==> src/rtl/keypad_emulator_if.sv <==
// Key-code push channel into the keypad emulator: a producer offers a
// 4-bit key code with a valid strobe and the emulator answers with ready.
interface keypad_emulator_if;
    logic [3:0] key_code;
    logic       key_valid;
    logic       key_ready;

    // Producer side: offers codes, watches ready
    modport master (
        output key_code,
        output key_valid,
        input  key_ready
    );

    // Emulator side: accepts codes, reports ready
    modport slave (
        input  key_code,
        input  key_valid,
        output key_ready
    );
endinterface

==> src/rtl/keypad_emulator.sv <==
// Keypad emulator: replays queued key codes onto the active-low row lines of
// a 4x4 keypad, answering the decoder's column scan. Each key is held for
// HOLD_CYCLES, then released for GAP_CYCLES, so the decoder sees exactly one
// press and one release per key.
module keypad_emulator #(
    parameter int HOLD_CYCLES = 16_000_000,
    parameter int GAP_CYCLES  = 16_000_000,
    parameter int FIFO_DEPTH  = 4,
    parameter int CNT_W       = 31
) (
    input  logic                          clk,
    input  logic                          rst_n,
    keypad_emulator_if.slave              key_if,
    input  logic [3:0]                    col,
    output logic [3:0]                    row,
    output logic                          busy,
    output logic                          key_done,
    output logic [$clog2(FIFO_DEPTH):0]   fifo_count
);
    localparam int PTR_W = $clog2(FIFO_DEPTH);

    localparam logic [CNT_W-1:0] HOLD_LAST  = CNT_W'(HOLD_CYCLES - 1);
    localparam logic [CNT_W-1:0] GAP_LAST   = CNT_W'(GAP_CYCLES - 1);
    localparam logic [CNT_W-1:0] CNT_ONE    = CNT_W'(1);
    localparam logic [PTR_W-1:0] PTR_ONE    = PTR_W'(1);
    localparam logic [PTR_W:0]   COUNT_ONE  = (PTR_W + 1)'(1);
    localparam logic [PTR_W:0]   COUNT_FULL = (PTR_W + 1)'(FIFO_DEPTH);

    typedef enum logic [1:0] {
        IDLE  = 2'd0,
        PRESS = 2'd1,
        GAP   = 2'd2
    } state_t;

    state_t           state_q, state_d;
    logic [CNT_W-1:0] cnt_q, cnt_d;
    logic [PTR_W-1:0] wr_ptr_q, wr_ptr_d;
    logic [PTR_W-1:0] rd_ptr_q, rd_ptr_d;
    logic [PTR_W:0]   count_q, count_d;
    logic [3:0]       lat_col_q, lat_col_d;
    logic [3:0]       lat_row_q, lat_row_d;
    logic [3:0]       row_q, row_d;
    logic             key_done_q, key_done_d;
    logic [3:0]       mem_q [FIFO_DEPTH];

    logic             push;
    logic             pop;

    // Key code -> {column pattern, row pattern}, both active-low one-cold
    function automatic logic [7:0] key_map(input logic [3:0] code);
        case (code)
            4'h1:    key_map = 8'b0111_0111;
            4'h4:    key_map = 8'b0111_1011;
            4'h7:    key_map = 8'b0111_1101;
            4'h0:    key_map = 8'b0111_1110;
            4'h2:    key_map = 8'b1011_0111;
            4'h5:    key_map = 8'b1011_1011;
            4'h8:    key_map = 8'b1011_1101;
            4'hF:    key_map = 8'b1011_1110;
            4'h3:    key_map = 8'b1101_0111;
            4'h6:    key_map = 8'b1101_1011;
            4'h9:    key_map = 8'b1101_1101;
            4'hE:    key_map = 8'b1101_1110;
            4'hA:    key_map = 8'b1110_0111;
            4'hB:    key_map = 8'b1110_1011;
            4'hC:    key_map = 8'b1110_1101;
            default: key_map = 8'b1110_1110; // 4'hD
        endcase
    endfunction

    // A full queue refuses pushes outright, even if a pop frees a slot this cycle
    assign key_if.key_ready = (count_q != COUNT_FULL);
    assign push             = key_if.key_valid && key_if.key_ready;

    // Sequencer: pop a code when idle, then time the hold and the release gap
    always_comb begin
        state_d    = state_q;
        cnt_d      = cnt_q;
        lat_col_d  = lat_col_q;
        lat_row_d  = lat_row_q;
        key_done_d = 1'b0;
        pop        = 1'b0;
        case (state_q)
            IDLE: begin
                if (count_q != '0) begin
                    pop                    = 1'b1;
                    {lat_col_d, lat_row_d} = key_map(mem_q[rd_ptr_q]);
                    cnt_d                  = '0;
                    state_d                = PRESS;
                end
            end
            PRESS: begin
                if (cnt_q == HOLD_LAST) begin
                    cnt_d   = '0;
                    state_d = GAP;
                end else begin
                    cnt_d = cnt_q + CNT_ONE;
                end
            end
            GAP: begin
                if (cnt_q == GAP_LAST) begin
                    cnt_d      = '0;
                    key_done_d = 1'b1;
                    state_d    = IDLE;
                end else begin
                    cnt_d = cnt_q + CNT_ONE;
                end
            end
            default: begin
                cnt_d   = '0;
                state_d = IDLE;
            end
        endcase
    end

    // Queue bookkeeping and the row answer to the current column strobe
    always_comb begin
        wr_ptr_d = push ? wr_ptr_q + PTR_ONE : wr_ptr_q;
        rd_ptr_d = pop  ? rd_ptr_q + PTR_ONE : rd_ptr_q;
        count_d  = count_q;
        if (push && !pop) begin
            count_d = count_q + COUNT_ONE;
        end else if (pop && !push) begin
            count_d = count_q - COUNT_ONE;
        end
        // Only the exact latched column pattern is answered; anything else reads as released
        row_d = ((state_q == PRESS) && (col == lat_col_q)) ? lat_row_q : 4'b1111;
    end

    // State, counter, queue pointers and registered outputs
    always_ff @(posedge clk) begin
        if (!rst_n) begin
            state_q    <= IDLE;
            cnt_q      <= '0;
            wr_ptr_q   <= '0;
            rd_ptr_q   <= '0;
            count_q    <= '0;
            lat_col_q  <= 4'b1111;
            lat_row_q  <= 4'b1111;
            row_q      <= 4'b1111;
            key_done_q <= 1'b0;
        end else begin
            state_q    <= state_d;
            cnt_q      <= cnt_d;
            wr_ptr_q   <= wr_ptr_d;
            rd_ptr_q   <= rd_ptr_d;
            count_q    <= count_d;
            lat_col_q  <= lat_col_d;
            lat_row_q  <= lat_row_d;
            row_q      <= row_d;
            key_done_q <= key_done_d;
        end
    end

    // Queue storage; contents need no reset because the pointers define validity
    always_ff @(posedge clk) begin
        if (rst_n && push) begin
            mem_q[wr_ptr_q] <= key_if.key_code;
        end
    end

    assign row        = row_q;
    assign key_done   = key_done_q;
    assign fifo_count = count_q;
    assign busy       = (state_q != IDLE) || (count_q != '0);

endmodule

==> src/flat_wrapper.sv <==
// flat-port wrapper written by rule: the top's interface ports become plain ports
module keypad_emulator_flat 
#(
    parameter int HOLD_CYCLES = 16_000_000,
    parameter int GAP_CYCLES  = 16_000_000,
    parameter int FIFO_DEPTH  = 4,
    parameter int CNT_W       = 31
)
  (clk, rst_n, col, row, busy, key_done, fifo_count, key_if_key_code, key_if_key_valid, key_if_key_ready);
  keypad_emulator_if key_if_i ();
  input  logic clk;
  input  logic rst_n;
  input  logic [3:0] col;
  output logic [3:0] row;
  output logic busy;
  output logic key_done;
  output logic [$clog2(FIFO_DEPTH):0] fifo_count;
  input wire logic [$bits(key_if_i.key_code)-1:0] key_if_key_code;
  input wire logic [$bits(key_if_i.key_valid)-1:0] key_if_key_valid;
  output wire logic [$bits(key_if_i.key_ready)-1:0] key_if_key_ready;
  assign key_if_i.key_code = key_if_key_code;
  assign key_if_i.key_valid = key_if_key_valid;
  assign key_if_key_ready = key_if_i.key_ready;
  keypad_emulator #(.HOLD_CYCLES(HOLD_CYCLES), .GAP_CYCLES(GAP_CYCLES), .FIFO_DEPTH(FIFO_DEPTH), .CNT_W(CNT_W)) u_core (.clk(clk), .rst_n(rst_n), .key_if(key_if_i), .col(col), .row(row), .busy(busy), .key_done(key_done), .fifo_count(fifo_count));
endmodule
==> config.mk <==
export PLATFORM = sky130hd
export DESIGN_NAME = keypad_emulator_flat
export DESIGN_NICKNAME = d
export VERILOG_FILES = /design/src/rtl/keypad_emulator_if.sv /design/src/rtl/keypad_emulator.sv /design/src/flat_wrapper.sv
export SDC_FILE = /design/constraint.sdc
export NUM_CORES = 1
export LEC_CHECK = 0
export CORE_UTILIZATION = 59
export DETAILED_ROUTE_END_ITERATION = 6
export PLACE_DENSITY = 0.85
export SYNTH_ARGS = -nofsm -noshare
export SYNTH_HDL_FRONTEND = slang
export SYNTH_SLANG_ARGS = --single-unit
==> constraint.sdc <==
create_clock -name clk -period 2.9 [get_ports clk]
set_clock_uncertainty 0.05 [all_clocks]
set_input_delay 0.58 -clock clk [delete_from_list [all_inputs] [get_ports clk]]
set_output_delay 0.58 -clock clk [all_outputs]
set_load 0.05 [all_outputs]
==> implementation parameters <==
Parameter                              Value

CTS
  Worst-skew pair later-pin latency ... 350 ps
  Post-CTS Repair Setup Buffers ... 0
  CTS clock-pin slew for the worst setup and hold paths ... about 80 ps
  Clock buffers created by TritonCTS ... 9
  Maximum clock path buffer count ... 2
  Clock root buffer master ... sky130_fd_sc_hd__clkbuf_8
  Clock Sink Count ... 71
  PostCTS Resize Cnt ... 0
  CTS tree ... yes
  Hold buffer count at CTS ... 0
  Level count of the clock H-tree ... 3

Worst setup path
  Reg2Reg Depth ... 10
  Stages on the worst setup path ... 10
  CP bufs+invs ... 3
  Cell-by-cell trace of the critical path ... inv_1, ha_1, o31a_1, inv_1, ha_1, inv_1, fa_1, xor2_1, or3_1, a21oi_1
  Standard cell with the maximum stage delay on the critical path ... sky130_fd_sc_hd__dfxtp_1
  Kind of launch point of the worst setup path ... flop
  Type of the worst setup path ... flop to flop
  Critical Path RT ... about 3100 ps
  Worst path most repeated cell ... sky130_fd_sc_hd__inv_1
  Maximum net fanout on the critical path ... 7
  Crit-path leading delay family ... adder cells
  Setup crit end kind ... flop
  Critical path's largest stage delay ... around 390 ps
  Crit path arrival time ... ~2700 ps

Finish
  Util after Layout ... 0.706
  Final layout net count ... 420
  # diodes ... 0
  Layout Cells excl Fill ... roughly 470
  Fillcell total ... around 420
  Fraction of final layout cells sized beyond drive strength 1 ... 0.131
  Area Overhead vs Synth ... 12.3%

Floorplan
  Number of rows in the core area ... 27
  Starting Density ... 0.629
  Die Outline Area ... ~6300 um2
  Y dimension of the die ... between 70 and 80 um
  I/O pin total ... 21
  Chip Width ... roughly 80 um
  CORE AREA ... about 5600 um2

STA
  Setup repair after global routing missed its margin ... no
  Final period util ... 0.840
  Worst Tran Pin Value ... 630 ps
  Setup TNS ... 0 ps
  Final count of pins violating max slew ... 0
  Shortest clock period the worst path allows after layout ... about 2400 ps
  Number of endpoints failing setup at the final stage ... 0
  Max_slew headroom ... 0.577
  Number of hold violations in the final report ... 0
  Maximum clock frequency ... 410 MHz

Power and ir drop
  Power per standard cell area ... 778 nW/um2
  Clock power frac ... 0.234
  NetSw ... between 1 and 1.5 mW
  Leakage power figure ... ~1.4 nW
  Switching share of total power ... 0.392
  Seq pwr share ... 0.394
  Portion of total power attributed to combinational logic ... 0.371
  Cell-internal power ... between 1.5 and 2 mW
  Worst voltage drop across the vdd grid ... a little over 0.8 mV

GRT
  Number of global-route vias before repair ... between 2k and 3k
  Largest net degree at the start of global routing ... 24
  Global router's overall resource usage ... 0.258
  Met2 track demand over resource ... 0.414
  Global routing's busiest layer ... met2
  Met1 Usage GRT ... 0.341
  Antenna violations before repair ... 0
  Global-route wire length before repair ... ~12000 um
  Gr ovfl total ... 0
  Met3 demand-to-capacity share in global routing ... 0.0686

Placement
  Placer Congestion ... a little under 0.9
  Number of placed cells counting well taps ... around 450
  Number of input and output port buffers inserted ... 20
  Half-perimeter wire length after detailed placement ... a little over 5000 um

Synthesis
  Fraction of registers with async set or reset after synthesis ... 0
  Net count after synthesis ... a little under 400
  Synth Instances ... approximately 370
  YS warnings ... 0
  Number of synthesized flops with an enable pin ... 16
  Sequential share of the synthesized area ... 0.446
  Library cell occupying the most area in the post-synthesis netlist ... sky130_fd_sc_hd__dfxtp_1
  Synth Register Bits ... a little over 70
  Post-synth top flop ... sky130_fd_sc_hd__dfxtp_1
  Top-count cell post-synth ... sky130_fd_sc_hd__dfxtp_1
  Summed instance area of the synthesized netlist ... between 3000 and 4000 um2
  Mean instance size in the synthesized netlist ... 9.66 um2
  Area fraction of the dominant cell type after synthesis ... 0.311
  Post-synthesis cell type count ... 50
  Commonest cells in the synthesized netlist ... sky130_fd_sc_hd__dfxtp_1 (55), sky130_fd_sc_hd__nor2_1 (43), sky130_fd_sc_hd__nand2_1 (33), sky130_fd_sc_hd__nand3_1 (22), sky130_fd_sc_hd__ha_1 (17)
  Top cells by area, synth ... sky130_fd_sc_hd__dfxtp_1 (31%), sky130_fd_sc_hd__edfxtp_1 (14%), sky130_fd_sc_hd__ha_1 (6.0%), sky130_fd_sc_hd__nor2_1 (4.6%), sky130_fd_sc_hd__nand2_1 (3.5%)

Routing
  Vias post-DR ... 2763
  Wire length reported by the detailed router ... between 7000 and 8000 um
  Drt first-iter violations ... between 150 and 200
  Number of DRC violations after detailed routing ... 0
  Number of iterations in the first detailed-routing pass ... 5
  Post-route antenna net violation count ... 0
  Detailed-route wire length per cell ... ~16 um
  Vias per cell ... ~6

Outcome
  Outcome ... completed

Hold path
  Worst hold stages ... 1
  Type of the most critical hold path ... flop to flop

Flow run
  Total of max-cap violations ... 0
[layer usage]
metal  part of all wire  wire (um)
met1               0.47       3410
met2               0.46       3370
met3              0.054        395
met4              0.011         78
met5                  0          0
[flip-flops by register name, indices dropped and copies added, names as in the netlist, named ones only]
register,flops
u_core.lat_col_q,4
u_core.rd_ptr_q,2
u_core.row,4
u_core.state_q,2
u_core.fifo_count,3
u_core.cnt_q,31
u_core.lat_row_q,4
u_core.wr_ptr_q,2
u_core.mem_q,16
u_core.key_done,1
[worst register-to-register path: stages, from the launching register on]
cell                      delay, ps
sky130_fd_sc_hd__dfxtp_1        390
sky130_fd_sc_hd__inv_1          100
sky130_fd_sc_hd__ha_1           240
sky130_fd_sc_hd__o31a_1         120
sky130_fd_sc_hd__inv_1          210
sky130_fd_sc_hd__ha_1           230
sky130_fd_sc_hd__inv_1           60
sky130_fd_sc_hd__fa_1           380
sky130_fd_sc_hd__xor2_1         160
sky130_fd_sc_hd__or3_1          300
sky130_fd_sc_hd__a21oi_1        140
[area by class of cell]
class                   count  area (um2)  share of cell area
well taps                  72        90.1              0.0226
flip-flops and latches     71        1580               0.398
clock buffers               9         124              0.0311
clock inverters             7        55.1              0.0138
repair buffers             27         250              0.0629
multi-input cells         266        1820               0.457
inverters                  16        60.1              0.0151
[metrics by stage]
stage	area, um2	setup slack, ps	power [mW]	hold slack (ps)
floorplan	3550	32.0	2.09	367
global placement	3800	449	2.31	380
detailed placement	3800	396	2.37	381
CTS	3980	463	3.09	400
global route	3980	250	3.27	423
finish	3980	463	3.10	398
[final timing paths]
check | start | endpoint | slack, ps
worst min-delay path | u_core.lat_row_q[3] | u_core.row[3] | 400
worst max-delay path | u_core.state_q[0] | u_core.fifo_count[2] | 460
worst max register to register | u_core.state_q[0] | u_core.fifo_count[2] | 460
worst min register to register | u_core.lat_row_q[3] | u_core.row[3] | 400
[kinds of logic after synthesis]
family,share of synthesized area
XOR/XNOR,0.0642
multiplexers,0.0519
flip-flops,0.446
buffers and inverters,0.0427
AO/OA/AOI/OAI,0.0723
adder cells (fa/ha/maj),0.0656
AND/OR/NAND/NOR,0.257
[power groups by stage]
| stage | registers [mW] | clock network (mW) | logic, mW |
|---|---|---|---|
| floorplan | 1.26 | 0 | 0.826 |
| global placement | 1.23 | 0 | 1.08 |
| detailed placement | 1.24 | 0 | 1.13 |
| CTS | 1.22 | 0.727 | 1.14 |
| global route | 1.24 | 0.777 | 1.26 |
| finish | 1.22 | 0.726 | 1.15 |
[layout by cell type (no fill, tap or decap), types with 12 or more instances in the layout]
| cell | Yosys | layout |
|---|---|---|
| sky130_fd_sc_hd__xor2_1 | 12 | 12 |
| sky130_fd_sc_hd__dfxtp_1 | 55 | 54 |
| sky130_fd_sc_hd__inv_1 | 15 | 15 |
| sky130_fd_sc_hd__nor2_1 | 43 | 43 |
| sky130_fd_sc_hd__o21ai_0 | 13 | 13 |
| sky130_fd_sc_hd__ha_1 | 17 | 17 |
| sky130_fd_sc_hd__edfxtp_1 | 16 | 16 |
| sky130_fd_sc_hd__nand3_1 | 22 | 22 |
| sky130_fd_sc_hd__xnor2_1 | 14 | 14 |
| sky130_fd_sc_hd__nand2_1 | 33 | 33 |
| sky130_fd_sc_hd__clkdlybuf4s50_1 | 0 | 19 |
Note: power is estimated with default switching activity, not from simulation.
